[src/rtl/cpu_pkg.sv]
// Shared CPU definitions: memory-stage state encoding and load/store funct3 codes.
package cpu_pkg;

  typedef enum logic [1:0] {
    EMPTY  = 2'd0,
    ACCESS = 2'd1,
    HOLD   = 2'd2
  } mem_state_t;

  localparam logic [2:0] F3_BYTE   = 3'b000;
  localparam logic [2:0] F3_HALF   = 3'b001;
  localparam logic [2:0] F3_WORD   = 3'b010;
  localparam logic [2:0] F3_BYTE_U = 3'b100;
  localparam logic [2:0] F3_HALF_U = 3'b101;

endpackage

[src/rtl/load_align.sv]
// Selects the addressed byte/half from an aligned read word and sign/zero-extends it.
module load_align
  import cpu_pkg::*;
(
  input  logic [31:0] rdata_i,
  input  logic [1:0]  a_i,
  input  logic [2:0]  funct3_i,
  output logic [31:0] data_o
);

  logic [7:0]  byte_sel;
  logic [15:0] half_sel;

  always_comb begin
    byte_sel = rdata_i[7:0];
    case (a_i)
      2'd1:    byte_sel = rdata_i[15:8];
      2'd2:    byte_sel = rdata_i[23:16];
      2'd3:    byte_sel = rdata_i[31:24];
      default: byte_sel = rdata_i[7:0];
    endcase
    half_sel = a_i[1] ? rdata_i[31:16] : rdata_i[15:0];

    case (funct3_i)
      F3_BYTE:   data_o = {{24{byte_sel[7]}}, byte_sel};
      F3_BYTE_U: data_o = {24'd0, byte_sel};
      F3_HALF:   data_o = {{16{half_sel[15]}}, half_sel};
      F3_HALF_U: data_o = {16'd0, half_sel};
      default:   data_o = rdata_i;
    endcase
  end

endmodule

[src/rtl/memory_stage.sv]
// Memory pipeline stage: issues data-memory loads/stores and forwards results
// to writeback over the stall/done handshake.
module memory_stage
  import cpu_pkg::*;
#(
  parameter int ADDR_WIDTH              = 32,
  parameter int DATA_WIDTH              = 32,
  parameter int NUM_REGISTERS           = 32,
  parameter int REGISTER_INDEXING_WIDTH = $clog2(NUM_REGISTERS)
) (
  input  logic                               clk,
  input  logic                               rst,

  output logic                               stall_prev,
  input  logic                               prev_done,
  input  logic                               next_stall,
  output logic                               done_next,

  input  logic [ADDR_WIDTH-1:0]              program_count_in,
  input  logic                               program_count_valid_in,
  input  logic                               register_arith_in,
  input  logic                               immediate_arith_in,
  input  logic                               load_in,
  input  logic                               store_in,
  input  logic                               branch_in,
  input  logic                               jal_in,
  input  logic                               jalr_in,
  input  logic                               lui_in,
  input  logic                               auipc_in,
  input  logic                               system_in,
  input  logic                               opcode_legal_in,
  input  logic [REGISTER_INDEXING_WIDTH-1:0] write_register_in,
  input  logic                               write_register_valid_in,
  input  logic [DATA_WIDTH-1:0]              result_data_in,
  input  logic                               result_data_valid_in,
  input  logic [2:0]                         funct3_in,
  input  logic [31:0]                        store_data_in,

  output logic [ADDR_WIDTH-1:0]              program_count_out,
  output logic                               program_count_valid_out,
  output logic                               register_arith_out,
  output logic                               immediate_arith_out,
  output logic                               load_out,
  output logic                               store_out,
  output logic                               branch_out,
  output logic                               jal_out,
  output logic                               jalr_out,
  output logic                               lui_out,
  output logic                               auipc_out,
  output logic                               system_out,
  output logic                               opcode_legal_out,
  output logic [REGISTER_INDEXING_WIDTH-1:0] write_register_out,
  output logic                               write_register_valid_out,
  output logic [DATA_WIDTH-1:0]              result_data_out,
  output logic                               result_data_valid_out,

  output logic                               mem_req,
  output logic [ADDR_WIDTH-1:0]              mem_addr,
  output logic                               mem_write,
  output logic [31:0]                        mem_wdata,
  output logic [3:0]                         mem_wstrb,
  input  logic                               mem_ack,
  input  logic [31:0]                        mem_rdata
);

  mem_state_t state_q, state_d;

  logic [ADDR_WIDTH-1:0]              pc_q;
  logic                               pc_valid_q;
  logic [10:0]                        flags_q;
  logic [REGISTER_INDEXING_WIDTH-1:0] wr_q;
  logic                               wr_valid_q;
  logic [DATA_WIDTH-1:0]              result_q;
  logic                               result_valid_q;
  logic [2:0]                         funct3_q;
  logic [31:0]                        wdata_q;
  logic                               write_q;
  logic [3:0]                         wstrb_q;

  logic        transfer_next, transfer_prev, capture, access_done;
  logic        is_mem, access_ok;
  logic [1:0]  lane;
  logic [3:0]  strb_d;
  logic [31:0] wdata_d;
  logic [31:0] load_word;

  assign done_next     = !rst && (state_q == HOLD);
  assign transfer_next = done_next && !next_stall;
  assign stall_prev    = rst || ((state_q != EMPTY) && !transfer_next);
  assign transfer_prev = prev_done && !stall_prev;
  assign capture       = ((state_q == EMPTY) || transfer_next) && transfer_prev;
  assign access_done   = !rst && (state_q == ACCESS) && mem_ack;

  // Size decode: legality/alignment, lane strobes and replicated store data.
  always_comb begin
    is_mem    = load_in || store_in;
    lane      = result_data_in[1:0];
    access_ok = 1'b0;
    strb_d    = '0;
    wdata_d   = store_data_in;
    case (funct3_in)
      F3_BYTE: begin
        access_ok = 1'b1;
        strb_d    = 4'b0001 << lane;
        wdata_d   = {4{store_data_in[7:0]}};
      end
      F3_BYTE_U: begin
        access_ok = load_in;
        strb_d    = 4'b0001 << lane;
      end
      F3_HALF: begin
        access_ok = !lane[0];
        strb_d    = 4'b0011 << lane;
        wdata_d   = {2{store_data_in[15:0]}};
      end
      F3_HALF_U: begin
        access_ok = load_in && !lane[0];
        strb_d    = 4'b0011 << lane;
      end
      F3_WORD: begin
        access_ok = (lane == 2'd0);
        strb_d    = 4'b1111;
      end
      default: access_ok = 1'b0;
    endcase
  end

  always_comb begin
    state_d = state_q;
    if ((state_q == EMPTY) || transfer_next) begin
      if (capture) state_d = (is_mem && access_ok) ? ACCESS : HOLD;
      else         state_d = EMPTY;
    end else if (access_done) begin
      state_d = HOLD;
    end
  end

  always_ff @(posedge clk) begin
    if (rst) begin
      state_q <= EMPTY;
      write_q <= 1'b0;
      wstrb_q <= '0;
    end else begin
      state_q <= state_d;
      if (capture) begin
        write_q <= store_in && !load_in && access_ok;
        wstrb_q <= (store_in && !load_in && access_ok) ? strb_d : 4'b0000;
      end
    end
  end

  load_align u_load_align (
    .rdata_i  (mem_rdata),
    .a_i      (result_q[1:0]),
    .funct3_i (funct3_q),
    .data_o   (load_word)
  );

  // Payload is not reset; it is only meaningful while done_next is high.
  always_ff @(posedge clk) begin
    if (capture) begin
      pc_q           <= program_count_in;
      pc_valid_q     <= program_count_valid_in;
      flags_q        <= {register_arith_in, immediate_arith_in, load_in, store_in,
                         branch_in, jal_in, jalr_in, lui_in, auipc_in, system_in,
                         opcode_legal_in};
      wr_q           <= write_register_in;
      wr_valid_q     <= write_register_valid_in;
      result_q       <= result_data_in;
      result_valid_q <= result_data_valid_in && (!is_mem || access_ok);
      funct3_q       <= funct3_in;
      wdata_q        <= wdata_d;
    end else if (access_done && !write_q) begin
      result_q       <= load_word;
    end
  end

  assign program_count_out        = pc_q;
  assign program_count_valid_out  = pc_valid_q;
  assign {register_arith_out, immediate_arith_out, load_out, store_out,
          branch_out, jal_out, jalr_out, lui_out, auipc_out, system_out,
          opcode_legal_out}       = flags_q;
  assign write_register_out       = wr_q;
  assign write_register_valid_out = wr_valid_q;
  assign result_data_out          = result_q;
  assign result_data_valid_out    = result_valid_q;

  assign mem_req   = !rst && (state_q == ACCESS);
  assign mem_addr  = {result_q[ADDR_WIDTH-1:2], 2'b00};
  assign mem_write = write_q;
  assign mem_wdata = wdata_q;
  assign mem_wstrb = wstrb_q;

endmodule
[config.mk]
export PLATFORM = sky130hd
export DESIGN_NAME = memory_stage
export DESIGN_NICKNAME = d
export VERILOG_FILES = /design/src/rtl/cpu_pkg.sv /design/src/rtl/load_align.sv /design/src/rtl/memory_stage.sv
export SDC_FILE = /design/constraint.sdc
export NUM_CORES = 1
export LEC_CHECK = 0
export ABC_AREA = 1
export CAP_MARGIN = 20
export CORE_MARGIN = 3
export CORE_UTILIZATION = 26
export CTS_CLUSTER_DIAMETER = 30
export CTS_CLUSTER_SIZE = 14
export DETAILED_ROUTE_END_ITERATION = 7
export SLEW_MARGIN = 20
export SYNTH_ARGS = -nofsm -noshare
export SYNTH_HDL_FRONTEND = slang
export SYNTH_SLANG_ARGS = --single-unit
[constraint.sdc]
create_clock -name clk -period 4.1 [get_ports clk]
set_clock_uncertainty 0.15 [all_clocks]
set_input_delay 0.41 -clock clk [delete_from_list [all_inputs] [get_ports clk]]
set_output_delay 0.41 -clock clk [all_outputs]
set_load 0.1 [all_outputs]
### Word level (Yosys, flattened, before mapping)

Cells that the tools add are included.

| storage, ports and cells | value |
|---|---|
| logic and storage cells | 73 |
| output and inout bits | 155 |
| register bits | 125 |
| bits of input ports | 155 |

| operators by class | value |
|---|---|
| multiplexer cells | 13 |
| shift-type cells | 2 |
| reductions and logical operators | 34 |
| eq/ne operators | 12 |

Operator list:

| cell | count |
|---|---|
| $pmux 32 s4 | 1 |
| $mux 32 | 2 |
| $pmux 32 s2 | 1 |
| $pmux 8 s3 | 1 |
| $mux 16 | 1 |
| $logic_and 1x1->1 | 13 |
| $eq 3x3->1 const B | 4 |
| $pmux 4 s3 | 1 |
| $logic_not 1->1 | 8 |
| $mux 2 | 4 |
| $eq 2x2->1 const B | 3 |
| $eq 3x1->1 const B | 2 |
| $logic_not 3->1 | 2 |
| $reduce_bool 2->1 | 3 |
| $pmux 1 s5 | 1 |
| $eq 2x1->1 const B | 2 |
| $logic_not 2->1 | 2 |
| $logic_or 1x1->1 | 4 |
| $mux 4 | 1 |
| $reduce_or 2->1 | 2 |
| $shl 1x2->4 const A | 1 |
| $shl 2x2->4 const A | 1 |
| $eq 3x2->1 const B | 1 |

### Depth between registers and ports, before layout

Gate-level depths: netlist of run 1.

| depth | value |
|---|---|
| depth in word-level cells | 11 |
| depth in mapped cells | 10 |
| gate-level depth less buffers | 8 |

### By module

From an unflattened synthesis of run 1, not the netlist that was laid out.

| second synthesis, totals | value |
|---|---|
| cells, all modules | 543 |
| area, all modules | 5888.1 um^2 |

By module, submodules not included:

| module | seq. area each (um^2) | cells an instance | times used | area each (um^2) |
|---|---|---|---|---|
| memory_stage | 3683.5 | 373 | 1 | 4964.8 |
| load_align | 0.0 | 170 | 1 | 923.4 |

### Least setup slack after synthesis of run 1

Ideal clock, no wire load.

| path | value |
|---|---|
| path kind | input -> register |
| from | input port rst |
| to | register result_q[0], in the netlist result_data_out[0] (enable) |
| required time | 3.484 ns |
| setup time | 0.466 ns |
| path buffers | 1 |
| cell stages on the path | 4 |
| slack | -1.747 ns |
| arrival | 5.231 ns |
| cells stage by stage | buf_6 -> nor3_1 -> nand2_1 -> o21ai_0 |

| on the way | value |
|---|---|
| elaborated cells on any way between the ends | 14 |
| those cells by class | reduce/logical (14) |

RTL lines:

| item | line | text |
|---|---|---|
| start, declared | memory_stage.sv:12 | `input logic rst,` |
| $logic_not 1->1 | - |  |
| $logic_and 1x1->1 | - |  |
| via mem_req | memory_stage.sv:57 | `output logic mem_req,` |
| $logic_and 1x1->1 | memory_stage.sv:92 | `assign access_done = !rst && (state_q == ACCESS) && mem_ack;` |
| $logic_and 1x1->1 | memory_stage.sv:173 | `end else if (access_done && !write_q) begin` |
| $reduce_bool 2->1 (no line) | - |  |
| end signal, assigned | memory_stage.sv:169 | `result_q <= result_data_in;` |
| end signal, assigned | memory_stage.sv:174 | `result_q <= load_word;` |
| end, declared | memory_stage.sv:73 | `logic [DATA_WIDTH-1:0] result_q;` |

The timed path passes the listed nets, and every way through them passes these cells.
A chain may end at the register's enable or synchronous reset.

### Worst setup path in the final report of run 1

| path | value |
|---|---|
| from | register result_q[1], in the netlist result_data_out[1] |
| to | output port result_data_out[1] |

RTL lines:

| item | line | text |
|---|---|---|
| end, declared | memory_stage.sv:54 | `output logic [DATA_WIDTH-1:0] result_data_out,` |

No word-level cell between the ends.

==> impl_metrics.toml, run 1 <==
[placed_design]
io_buffers = 307
dp_hpwl_mm = 14.2
gp_congestion = 0.770
dp_cells = 1049
place_ws_ns = 1.27

[route]
wl_mm = 18.5
vias = 4745
drt_iter0_markers = 228
wl_per_cell_um = 17.1
drc = 0
vias_per_cell = 4.39
final_antenna_net_count = 0
drt-pass1-iter-count = 4

[sta]
slew_headroom_pct = 31.3
worstMarginPinSlew_ns = 1.03
tns_ns = 0
rsz0062_at_grt = "false"
max_clock_freq_mhz = 345
fin_ws_ns = 1.20
fin_crit_ns = 2.90
min_period_over_period_pct = 70.7
drv_slew = 0
hold_viol_final = 0
timing.hold.ws_ns = 0.318
finalSetupViolCount = 0

[clock_network]
post_cts_resized = 0
clock-sinks = 125
clkTransAtPathRegs_ns = 0.06
cts_tree = "yes"
cts_hold_buf = 0
cts_root_buf = "clkbuf_16"
postCtsSetupBuffers = 0
worst_skew_pair.late_latency_ns = 0.41
htreeDepth = 4
cts_buffers = 17
clk_path_buf_depth = 2

[die]
dieArea_um2 = 23600
die_w_um = 154
io_pins = 310
core_um2 = 21200
start_util_pct = 26.7
std_cell_rows = 53
dieHeight_um = 154

[pwr]
pwr-share-comb_pct = 29.3
power_frac_clock_pct = 34.5
p_sw_share_pct = 37.6
p_leak_nw = 3.52
p_seq_share_pct = 36.2
cellPowerDensity_nw_per_um2 = 454
p_int_w = 0.00265
power_switching_w = 0.00160
peakVddDrop_uv = 269

[yosys]
syn_area_um2 = 5670
synth_edf_count = 118
ys_ff_latch = 125
async_flop_share_pct = 0
syn_area_per_cell_um2 = 11.1
ys_seq_area_share_pct = 64.9
ys_warn_count = 0
ys_dominant_reg_cell = "edfxtp_1"
syn_inst = 510
synth_cell_types = 36

[setup_path]
worstSetupPathType = "reg2out"
crit_family = "buffers and inverters"
reg2regPathDepth = 7
cp_slowest_cell = "clkdlybuf4s50_1"
critPathCaptureType = "output port"
worst_ep_required_time_ns = 3.54
crit_arrival_ns = 2.34
endpoint = "result_data_out[1]"
path_depth = 1
reg2reg_to = "result_data_out[31]$_DFFE_PP_"
cpPeakStageDelay_ns = 1.25
rrSetupSlack_ns = 1.79
crit_fanout = 10
timing.rr.start = "funct3_q[1]$_DFFE_PP_"
worstSetupStartpoint = "result_data_out[1]$_DFFE_PP_"
crit_chain = "clkdlybuf4s50_1"
cp.buffers_inverters = 1
startpoint_type = "flip-flop"

[global_route]
grtUsageTotal_pct = 15.3
grt_max_degree = 40
grt_pass1_vias = 4658
grt_pass1_wl_mm = 27.7
antenna_found_initial = 1
grt.overflow.total = 0

[status]
status = "completed"

[final_layout]
post-route-util_pct = 44.2
final_cell_count_no_fill = 1081
layout-drive-gt1-share_pct = 9.18
antenna_cells = 0
syn_to_final_growth_pct = 65.3
final_net_count = 948

[min_path]
holdCritPathClass = "reg2reg"

[run]
cap_violations = 0
-- stage by stage --
step,cell area (µm²),total power [W]
after floorplan,5680,0.00246
after global placement,8800,0.00281
after detailed placement,8800,0.00282
after CTS,9370,0.00430
after global routing,9370,0.00442
final,9370,0.00425
-- power by group through the flow --
stage               Sequential (W)  Clock (W)  Combinational [W]
global placement           0.00157          0            0.00124
floorplan                  0.00205          0           0.000409
detailed placement         0.00157          0            0.00125
finish                     0.00154    0.00147            0.00124
global route               0.00155    0.00157            0.00130
CTS                        0.00154    0.00151            0.00125
-- worst reg2reg max path, cell delays in order (launching register included) --
cell	delay, ns
edfxtp_1	0.90
inv_2	0.23
nand2_1	0.17
nor2_4	0.06
nand3_4	0.16
nand2_4	0.17
nor2_1	0.17
nor2_1	0.05
-- how the worst min path moves through the flow --
stage / end / slack (ns) / cells after the start / start
after floorplan: state_q[0]$_SDFFE_PP0P_ / 0.30 / 2 / state_q[0]$_SDFFE_PP0P_
after global routing: mem_wstrb[2]$_SDFFE_PP0P_ / 0.36 / 2 / mem_wstrb[2]$_SDFFE_PP0P_
final: mem_wstrb[3]$_SDFFE_PP0P_ / 0.32 / 2 / mem_wstrb[3]$_SDFFE_PP0P_
after CTS: mem_wstrb[3]$_SDFFE_PP0P_ / 0.32 / 2 / mem_wstrb[3]$_SDFFE_PP0P_
after global placement: mem_wstrb[1]$_SDFFE_PP0P_ / 0.31 / 2 / mem_wstrb[1]$_SDFFE_PP0P_
after detailed placement: mem_wstrb[3]$_SDFFE_PP0P_ / 0.31 / 2 / mem_wstrb[3]$_SDFFE_PP0P_
-- area by class of cell --
cell class	count	area, µm²
multi-input cells	292	1480
clock buffers	17	425
clock inverters	15	150
flip-flops and latches	125	3680
fillers	2047	11800
inverters	43	164
repair buffers	314	3130
well taps	275	344
-- layer usage --
layer,up-vias,global-route usage (%),routed length [µm]
li1,2291,-,-
met1,2230,18.5,7540
met2,206,26.3,9350
met3,16,4.48,1330
met4,2,4.75,212
met5,-,0,13
-- cells in the final DEF (no fill, tap or decap), types with 9 or more instances in the layout --
master | Yosys | final
buf_4 | 33 | 9
o211ai_1 | 13 | 13
nand3_1 | 28 | 28
nand2_1 | 100 | 100
edfxtp_1 | 118 | 118
o21ai_0 | 25 | 24
clkbuf_16 | 0 | 17
inv_1 | 39 | 39
nor2_1 | 63 | 63
clkdlybuf4s50_1 | 0 | 304
-- synth_stat cells, drive strengths merged (3+ instances only) --
cell type / instances / area share [%]
buf: 48 / 6.5
nand3: 30 / 3.0
mux2: 7 / 1.4
a31oi: 8 / 0.88
o211ai: 13 / 1.7
a21oi: 10 / 1.0
o21ai: 33 / 3.2
inv: 43 / 2.9
clkbuf: 3 / 0.20
a21boi: 8 / 1.1
nor2: 70 / 5.2
edfxtp: 118 / 62
nand2: 104 / 7.1
dfxtp: 7 / 2.5
-- flip-flops by register name, indices dropped and copies added (netlist names) --
register and flops:
program_count_out 32, mem_write 1, state_q 2, mem_wstrb 4, result_data_out 32, write_register_valid_out 1, funct3_q 3, flags_q 11
result_data_valid_out 1, write_register_out 5, program_count_valid_out 1, mem_wdata 32
-- cells by family (layout without fill, tap and decap cells) --
group | count (synthesis) | count (layout) | share of synthesized area (%)
AOI/OAI and AO/OA | 74 | 74 | 8.10
buffers and inverters | 94 | 389 | 9.55
DFF | 125 | 125 | 64.9
muxes | 7 | 7 | 1.39
other | 1 | 2 | 0.0661
and+or+nand+nor | 209 | 209 | 15.9
(Power assumes the default switching activity.)
==> run 2: changes to the inputs <==
==> constraint.sdc (replaced) <==
create_clock -name clk -period 2.8 [get_ports clk]
set_clock_uncertainty 0.15 [all_clocks]
set_input_delay 0.28 -clock clk [delete_from_list [all_inputs] [get_ports clk]]
set_output_delay 0.28 -clock clk [all_outputs]
set_load 0.1 [all_outputs]
==> impl_metrics.toml, run 2 (same netlist as run 1, synthesis figures left out) <==
[global_route]
grt_max_degree = 60
antenna_found_initial = 1
grt_pass1_vias = 4501
grt.overflow.total = 0
grtUsageTotal_pct = 14.8
grt_pass1_wl_mm = 26.8

[clock_network]
post_cts_resized = 0
postCtsSetupBuffers = 0
cts_hold_buf = 0
cts_buffers = 17
htreeDepth = 4
clock-sinks = 125
cts_root_buf = "clkbuf_16"
clk_path_buf_depth = 2
clkTransAtPathRegs_ns = 0.06
worst_skew_pair.late_latency_ns = 0.41
cts_tree = "yes"

[pwr]
peakVddDrop_uv = 344
cellPowerDensity_nw_per_um2 = 692
p_leak_nw = 3.71

[die]
core_um2 = 21200
std_cell_rows = 53
dieArea_um2 = 23600
start_util_pct = 26.7
dieHeight_um = 154
die_w_um = 154
io_pins = 310

[setup_path]
crit_arrival_ns = 2.04
critPathCaptureType = "flip-flop"
crit_fanout = 14
worst_ep_required_time_ns = 2.81
worstSetupPathType = "reg2reg"
startpoint_type = "flip-flop"

[sta]
fin_crit_ns = 2.03
min_period_over_period_pct = 72.6
hold_viol_final = 0
rsz0062_at_grt = "false"
tns_ns = 0
finalSetupViolCount = 0
max_clock_freq_mhz = 492
worstMarginPinSlew_ns = 0.650
drv_slew = 0
slew_headroom_pct = 56.7

[min_path]
holdCritPathClass = "in2reg"

[final_layout]
layout_common_cells = "buf_4, clkdlybuf4s50_1, edfxtp_1"
layout-drive-gt1-share_pct = 28.1
syn_to_final_growth_pct = 60.9
final_net_count = 953
final_common_cell = "buf_4"
fin_area_um2 = 9130
antenna_cells = 0

[route]
drt-pass1-iter-count = 4
wl_mm = 18.2
vias = 4685
drc = 0
final_antenna_net_count = 0
drt_iter0_markers = 263
vias_per_cell = 4.31
wl_per_cell_um = 16.7

[placed_design]
io_buffers = 307
dp_hpwl_mm = 14.0
placed_area_um2 = 8530
gp_congestion = 0.786

[status]
status = "completed"

[run]
cap_violations = 0
[run 2: worst paths after layout]
path	slack [ns]	to	cells after the start	from
worst max-delay path	0.77	result_data_out[2]$_DFFE_PP_	6	result_data_out[1]$_DFFE_PP_
worst min-delay path	0.27	program_count_out[11]$_DFFE_PP_	1	program_count_in[11]
worst max register to register	0.77	result_data_out[2]$_DFFE_PP_	6	result_data_out[1]$_DFFE_PP_
worst min register to register	0.33	mem_wstrb[2]$_SDFFE_PP0P_	2	mem_wstrb[2]$_SDFFE_PP0P_
[run 2: metrics by stage]
step	utilization (%)	setup WS (ns)	total power [W]	cells	hold WS (ns)
after global placement	40.2	0.414	0.00410	1054	0.318
after detailed placement	40.2	0.368	0.00411	1054	0.313
after global routing	43.0	0.656	0.00654	1086	0.242
after CTS	43.0	0.788	0.00640	1086	0.238
after floorplan	-	0.167	0.00361	511	0.229
final	43.0	0.768	0.00632	1086	0.271
[run 2: routing by layer]
metal	track usage [%]	vias to the layer above	part of all wire, %
li1	-	2295	-
met2	25.4	201	51
met3	4.02	16	7.3
met1	18.1	2171	41
met4	4.79	2	1.3
met5	0	-	0.066
[run 2: critical path, cell delays in order (launching register included)]
cell and delay, ns:
edfxtp_1 0.32, buf_4 0.19, inv_4 0.11, a21oi_2 0.53, o211ai_1 0.26, o211ai_1 0.16
nand2_1 0.06
[run 2: layout make-up]
class / count / area (µm²)
Multi-Input combinational cell: 292 / 1480
Clock buffer: 18 / 429
Clock inverter: 14 / 168
Timing Repair Buffer: 319 / 2860
Sequential cell: 125 / 3680
Tap cell: 275 / 344
Fill cell: 2023 / 12100
Inverter: 43 / 164
[run 2: report_power, final]
group	internal [W]	switching [W]	total (W)
Sequential	0.00220	0.0000532	0.00225
Clock	0.00134	0.000914	0.00226
Combinational	0.000476	0.00133	0.00181
Total	0.00402	0.00230	0.00632
==> run 3: changes to the inputs <==
==> constraint.sdc (replaced) <==
create_clock -name clk -period 1.64 [get_ports clk]
set_clock_uncertainty 0.15 [all_clocks]
set_input_delay 0.164 -clock clk [delete_from_list [all_inputs] [get_ports clk]]
set_output_delay 0.164 -clock clk [all_outputs]
set_load 0.1 [all_outputs]
==> impl_metrics.toml, run 3 (same netlist as run 1, synthesis figures left out) <==
[route]
vias = 4902
drc = 0
final_antenna_net_count = 0
vias_per_cell = 4.31
drt_iter0_markers = 265
wl_mm = 19.9
drt-pass1-iter-count = 4
wl_per_cell_um = 17.5

[die]
dieHeight_um = 154
die_w_um = 154
std_cell_rows = 53
core_um2 = 21200
io_pins = 310
dieArea_um2 = 23600
start_util_pct = 26.7

[global_route]
antenna_found_initial = 0
grtUsageTotal_pct = 16.6
grt_pass1_vias = 4951
grt_max_degree = 43
grt_pass1_wl_mm = 29.8
grt.overflow.total = 0

[clock_network]
cts_buffers = 17
htreeDepth = 4
cts_root_buf = "clkbuf_16"
cts_tree = "yes"
clk_path_buf_depth = 2
worst_skew_pair.late_latency_ns = 0.41
clock-sinks = 125
clkTransAtPathRegs_ns = 0.07

[setup_path]
crit_fanout = 8
critPathCaptureType = "flip-flop"
crit_arrival_ns = 1.69
worstSetupPathType = "reg2reg"
worstSetupStartpoint = "result_data_out[1]$_DFFE_PP_"
worst_ep_required_time_ns = 1.65
startpoint_type = "flip-flop"
timing.rr.start = "result_data_out[1]$_DFFE_PP_"

[sta]
min_period_over_period_pct = 102
fin_crit_ns = 1.67
rsz0062_at_grt = "true"
drv_slew = 0
finalSetupViolCount = 14
hold_viol_final = 0
fin_ws_ns = -0.0310
max_clock_freq_mhz = 598

[run]
cap_violations = 0

[placed_design]
place_ws_ns = -0.366
io_buffers = 307
dp_hpwl_mm = 16.0
dp_cells = 1095
gp_congestion = 0.786

[pwr]
peakVddDrop_uv = 729
cellPowerDensity_nw_per_um2 = 990
p_total_w = 0.0116
p_leak_nw = 4.71

[min_path]
hold_start = "program_count_in[1]"
holdCritPathClass = "in2reg"

[final_layout]
layout-drive-gt1-share_pct = 36.7
final_cell_count_no_fill = 1137
layout_common_cells = "buf_12, clkdlybuf4s50_1, edfxtp_1"
syn_to_final_growth_pct = 107
final_common_cell = "buf_12"
antenna_cells = 0
final_net_count = 1004

[status]
violations = "setup timing"
status = "complete, but fails checks"
## run 3: cell count changes in the layout (fill, tap and decap cells not counted), sizes merged
| cell | change |
|---|---|
| a21oi | +1 |
| buf | +49 |
| bufinv | -2 |
| clkbuf | -1 |
| clkdlybuf4s50 | -1 |
| clkinv | +5 |
| clkinvlp | -1 |
| dlygate4sd2 | +1 |
| inv | -1 |
| nand2 | +1 |
## run 3: critical path: stages, from the launching register on
cell      delay, ns
edfxtp_1       0.42
inv_4          0.09
buf_4          0.16
a21oi_4        0.22
o211ai_1       0.18
o211ai_1       0.13
nand2_1        0.07
## run 3: where the power goes
part / switching, W / internal, W / leakage, nW
sequential: 0.000211 / 0.00376 / 1.16
clock: 0.00169 / 0.00205 / 0.289
combinational: 0.00237 / 0.00152 / 3.27
## run 3: per-layer routing
layer	track usage, %	routed length, µm	vias up
li1	-	-	2399
met1	20.4	7920	2284
met2	29.0	10400	198
met3	4.14	1220	21
met4	4.54	359	0
met5	0	0	-
## run 3: metrics by stage
stage	TNS [ns]	utilization, %	cell area (µm²)	hold slack (ns)
floorplan	-99.18	-	5870	0.113
global placement	-52.44	51.1	10900	0.337
detailed placement	-56.28	51.1	10900	0.350
CTS	-0.0494	54.5	11600	0.117
global route	-2.05	55.2	11700	0.124
finish	-0.221	55.2	11700	0.145
## run 3: layout make-up
type / instances / area [µm²]
sequential: 125 / 3690
inverter: 43 / 174
clock inverter: 15 / 175
multi-input combinational: 294 / 1710
timing repair buffer: 368 / 5200
fill: 1756 / 9500
tap: 275 / 344
clock buffer: 17 / 425
## run 3: what timing repair did
item	in CTS	in global routing
hold buffers	0	0
setup buffers	5	3
gates resized for setup	12	36
gates cloned	2	0
pin swaps	7	14
setup endpoints to repair	22	47
## run 3: final timing paths
kind | end | slack [ns] | depth (start not counted)
min reg2reg | state_q[0]$_SDFFE_PP0P_ | 0.35 | 2
max reg2reg | result_data_out[3]$_DFFE_PP_ | -0.03 | 6
min | program_count_out[1]$_DFFE_PP_ | 0.14 | 1
max | result_data_out[3]$_DFFE_PP_ | -0.03 | 6
